File: src/rtl/bus_demux_writer.sv
// Purpose : 1-to-8 write demultiplexer; commits one staged byte into one of eight held destination registers.
// Latency : accept edge -> data_outN/load_strobe visible 1 clk; accept-to-accept spacing 2 + SETTLE_CYCLES clks.
// Backpressure: write_ready (registered) is high only in IDLE; write_valid while not ready is ignored.
//
// Ports:
//   clk, reset_n          - clock, asynchronous active-low reset
//   select, data_in       - destination index and byte, captured on accept
//   write_valid/ready     - request handshake
//   data_out0..7          - held destination registers (RESET_VALUE after reset)
//   load_strobe           - one-cycle commit pulse, bit N marks data_outN updating
//   busy                  - high while a write is committing or settling
//   broadcast             - only with DEMUX_BROADCAST_EN: write all eight destinations
//
// Optional feature macro: DEMUX_BROADCAST_EN (adds the broadcast input).

module bus_demux_writer #(
    parameter int unsigned            WIDTH         = 8,
    parameter logic [WIDTH-1:0]       RESET_VALUE   = '0,
    parameter int unsigned            SETTLE_CYCLES = 0
) (
    input  logic             clk,
    input  logic             reset_n,
    input  logic [2:0]       select,
    input  logic [WIDTH-1:0] data_in,
`ifdef DEMUX_BROADCAST_EN
    input  logic             broadcast,
`endif
    input  logic             write_valid,
    output logic             write_ready,
    output logic [WIDTH-1:0] data_out0,
    output logic [WIDTH-1:0] data_out1,
    output logic [WIDTH-1:0] data_out2,
    output logic [WIDTH-1:0] data_out3,
    output logic [WIDTH-1:0] data_out4,
    output logic [WIDTH-1:0] data_out5,
    output logic [WIDTH-1:0] data_out6,
    output logic [WIDTH-1:0] data_out7,
    output logic [7:0]       load_strobe,
    output logic             busy
);

    typedef enum logic [1:0] {
        IDLE   = 2'd0,
        COMMIT = 2'd1,
        SETTLE = 2'd2
    } state_t;

    // Staged request, captured on the accept edge.
    typedef struct packed {
        logic             bcast;
        logic [2:0]       sel;
        logic [WIDTH-1:0] dat;
    } stage_t;

    // Counter counts down to zero, so entry value is one less than the wait.
    localparam logic [3:0] SETTLE_LOAD = (SETTLE_CYCLES > 0) ? 4'(SETTLE_CYCLES - 1) : 4'd0;

    state_t           state;
    stage_t           stage;
    logic [3:0]       settle_cnt;
    logic [WIDTH-1:0] regs [8];
    logic             bcast_in;

`ifdef DEMUX_BROADCAST_EN
    assign bcast_in = broadcast;
`else
    assign bcast_in = 1'b0;
`endif

    always_ff @(posedge clk or negedge reset_n) begin
        if (!reset_n) begin
            state       <= IDLE;
            write_ready <= 1'b0;
            busy        <= 1'b0;
            load_strobe <= '0;
            stage       <= '0;
            settle_cnt  <= '0;
            for (int i = 0; i < 8; i++) begin
                regs[i] <= RESET_VALUE;
            end
        end else begin
            // Strobe is a single-cycle pulse; only COMMIT raises it.
            load_strobe <= '0;
            case (state)
                IDLE: begin
                    if (write_valid && write_ready) begin
                        stage.bcast <= bcast_in;
                        stage.sel   <= select;
                        stage.dat   <= data_in;
                        state       <= COMMIT;
                        write_ready <= 1'b0;
                        busy        <= 1'b1;
                    end else begin
                        // Also covers the first edge after reset release.
                        write_ready <= 1'b1;
                    end
                end
                COMMIT: begin
                    if (stage.bcast) begin
                        for (int i = 0; i < 8; i++) begin
                            regs[i] <= stage.dat;
                        end
                        load_strobe <= 8'hFF;
                    end else begin
                        regs[stage.sel] <= stage.dat;
                        load_strobe     <= 8'b1 << stage.sel;
                    end
                    if (SETTLE_CYCLES > 0) begin
                        state      <= SETTLE;
                        settle_cnt <= SETTLE_LOAD;
                    end else begin
                        state       <= IDLE;
                        write_ready <= 1'b1;
                        busy        <= 1'b0;
                    end
                end
                SETTLE: begin
                    if (settle_cnt == 4'd0) begin
                        state       <= IDLE;
                        write_ready <= 1'b1;
                        busy        <= 1'b0;
                    end else begin
                        settle_cnt <= settle_cnt - 4'd1;
                    end
                end
                default: begin
                    state       <= IDLE;
                    write_ready <= 1'b0;
                    busy        <= 1'b0;
                end
            endcase
        end
    end

    assign data_out0 = regs[0];
    assign data_out1 = regs[1];
    assign data_out2 = regs[2];
    assign data_out3 = regs[3];
    assign data_out4 = regs[4];
    assign data_out5 = regs[5];
    assign data_out6 = regs[6];
    assign data_out7 = regs[7];

endmodule

File: config.mk
export PLATFORM = sky130hd
export DESIGN_NAME = bus_demux_writer
export DESIGN_NICKNAME = d
export VERILOG_FILES = /design/src/rtl/bus_demux_writer.sv
export SDC_FILE = /design/constraint.sdc
export NUM_CORES = 1
export LEC_CHECK = 0
export CAP_MARGIN = 20
export CORE_ASPECT_RATIO = 1.25
export CORE_MARGIN = 1.5
export CORE_UTILIZATION = 47
export DETAILED_ROUTE_END_ITERATION = 16
export MAX_ROUTING_LAYER = met4
export PLACE_DENSITY = 0.79
export SYNTH_ARGS = -nofsm -noshare
export SYNTH_HDL_FRONTEND = slang
export SYNTH_SLANG_ARGS = --single-unit
File: constraint.sdc
create_clock -name clk -period 1.71 [get_ports clk]
set_clock_uncertainty 0.1 [all_clocks]
set_input_delay 0.171 -clock clk [delete_from_list [all_inputs] [get_ports clk]]
set_output_delay 0.171 -clock clk [all_outputs]
set_load 0.02 [all_outputs]
==> impl_results.md <==
- Synth area leader: dfrtp_1
- Crit end category: flip-flop
- Top delay family on crit path: flip-flops
- Io pins: 88
- Synthesized area per cell: 17.2 um^2
- Vias per inst: 4.92
- Max IR drop VDD: 0.00104 V
- Slew Limit Fails: 0
- Outcome: finished, final reports clean
- Total iterations of the first detailed-routing run: 4
- Post-synthesis sequential area ratio: 67.9%
- DRC errors left: 0
- Clk_lat worst skew: 0.34 ns
- CTS Buf Count: 9
- Setup-failing EPs final: 0
- Root Buffer: clkbuf_8
- Worst-path maximum fanout: 9
- Post-Route WL: 6360 um
- Met3 global-route usage: 4.08%
- CP max stage cell: dfrtp_1
- GR Util met1: 25.5%
- Area Growth Syn to Fin: 39.4%
- Buffers on Ports: 87
- Hold Slack: 0.157 ns
- Tightest Hold Check Type: in2async
- Synth warnings: 0
- Initial Utilization: 48.3%
- Sum of negative setup slack: 0 ns
- Grt total ovfl: 0
- Tmin final: 1.64 ns
- Die Area: 7160 um^2
- WP data required: 1.83 ns
- Longest Clk Path Bufs: 2
- Final hold violation count: 0
- Crit path largest cell delay: 0.53 ns
- Clk slew on worst S/H paths: 0.08 ns
- Critical path depth: 3
- DRT iter0 DRCs: 82
- Crit path DAT: 1.76 ns
- Crit-path cells: nor4bb_2, buf_4, mux2_2
- Max H-tree Level: 3
- Core area: 6480 um^2
- Pre-CTS WS: 0.0227 ns
- Flop-to-flop setup slack: 0.07 ns
- Die height: 94.2 um
- Tot GR Track Use: 20.4%
- DP HPWL: 4470 um
- Top-count cell post-synth: dfrtp_1
- Top post-synthesis cells by count: dfrtp_1 (85), mux2_2 (75), buf_2 (7)
- Largest net degree at the start of global routing: 43
- RSZ-0062 raised after global routing: false
- Number of enable flip-flop cells after synthesis: 0
- Setup slack after layout: 0.0737 ns
- Max-cap check violation count: 0
- Number of global-route vias before repair: 1,973
- Met2 GRT Util: 31.5%
- Worst slew pin tran: 0.343 ns
- Post-Synthesis Cells: 182
- Period utilization: 95.7%
- Post-synth top flop: dfrtp_1
- Nature of the critical path startpoint: flip-flop
- Buf+Inv Stages, Crit Path: 1
- Initial antenna violation count: 0
- Fmax: 611 MHz
- Post-synthesis register bit count: 85
- Reg2Reg Depth: 3
- Ys async rst share: 100%
- CTS Sinks: 85
- PwrDens: 1890 nW/um^2
- Routed WL per cell: 16.9 um
- Vias: 1,851
- Post-Syn Area: 3130 um^2
- Total chip power: 0.00823 W
- GP Congestion: 0.698
- Largest cells by area after synthesis: dfrtp_1 (68%), mux2_2 (27%), buf_2 (1.1%), nor4bb_1 (0.96%), nand4b_1 (0.84%)
- Die W: 76.0 um
- Yosys cell types: 10
- Worst relative slew slack: 77.1%
- CTS tree: built
- Number of cell rows: 33
- Gr busiest metal: met2
- Top cell type's share of synthesized area: 67.9%
- First-pass GRT wire length: 10,400 um
- Fillcell total: 468
- Leakage Power: 1.91 nW
- N_diodes: 0
- Post-DRT Antenna Nets: 0
- Synth Net Count: 196
- Share of post-route cells with drive strength above 1: 37.0%
- Setup CP Type: reg2reg
- Final net count: 298
- Post-CTS setup buffers: 0
-- placed cells by master (no fill, tap or decap), drive strengths merged --
cell type,synthesis,final
clkbuf,0,13
mux2,75,75
clkdlybuf4s50,0,85
inv,5,5
dlygate4sd2,0,1
clkinv,0,1
buf,8,12
nand4b,3,3
dfrtp,85,85
nor4bb,3,3
clkinvlp,0,2
nand3b,1,1
dlygate4sd3,0,1
nor4b,1,1
nand4,1,1
-- kinds of logic after synthesis --
family,after synthesis,share of synthesized area (%)
DFF,85,67.9
muxes,75,27.0
buffers and inverters,13,2.08
and+or+nand+nor,9,3.00
-- sequential cells by signal, summed over array words and instances, names as in the netlist --
| name | cells |
|---|---|
| stage | 11 |
| data_out0 | 8 |
| data_out1 | 8 |
| data_out2 | 8 |
| data_out3 | 8 |
| data_out4 | 8 |
| data_out5 | 8 |
| data_out6 | 8 |
| data_out7 | 8 |
| load_strobe | 8 |
| busy | 1 |
| write_ready | 1 |
-- metrics by stage --
stage / instance area, um^2 / instances / util [%]
2_1_floorplan: 3130 / 182 / -
3_3_place_gp: 4180 / 359 / 64.4
3_5_place_dp: 4180 / 359 / 64.4
4_1_cts: 4360 / 376 / 67.3
5_1_grt: 4370 / 376 / 67.3
6_report: 4370 / 376 / 67.3
-- timing repair --
action,CTS,global route
hold buffers,1,0
setup endpoints to repair,1,16
endpoints found under the hold margin,66,0
gates resized for setup,1,2
-- power breakdown --
group	internal [W]	total [W]	switching, W
clock network	0.000606	0.00125	0.000647
registers	0.00284	0.00343	0.000587
logic	0.00197	0.00355	0.00158
total	0.00542	0.00823	0.00281
-- routing by layer --
| metal | up-vias | share of wire [%] | wire, um |
|---|---|---|---|
| met5 | - | 0 | 0 |
| met4 | 0 | 2.0 | 127 |
| met3 | 12 | 3.9 | 246 |
| met2 | 57 | 51 | 3250 |
| met1 | 938 | 43 | 2740 |
| li1 | 844 | - | - |
-- cell type report --
class	instances	area [um^2]	area share, %
sequential	85	2130	48.8
tap	87	109	2.49
clock inverter	3	20.0	0.459
multi-input combinational	84	957	21.9
timing repair buffer	99	972	22.3
clock buffer	13	159	3.64
inverter	5	18.8	0.430
-- final timing paths --
check,start,endpoint
worst min register to register,data_out7[5],data_out7[5]
max in group asynchronous,reset_n,data_out0[5]
worst min-delay path,reset_n,data_out5[0]
worst max-delay path,stage[10],data_out4[2]
min in group clk,data_in[6],stage[6]
worst max register to register,stage[10],data_out4[2]
No activity file was read; power rests on OpenSTA's default activity.
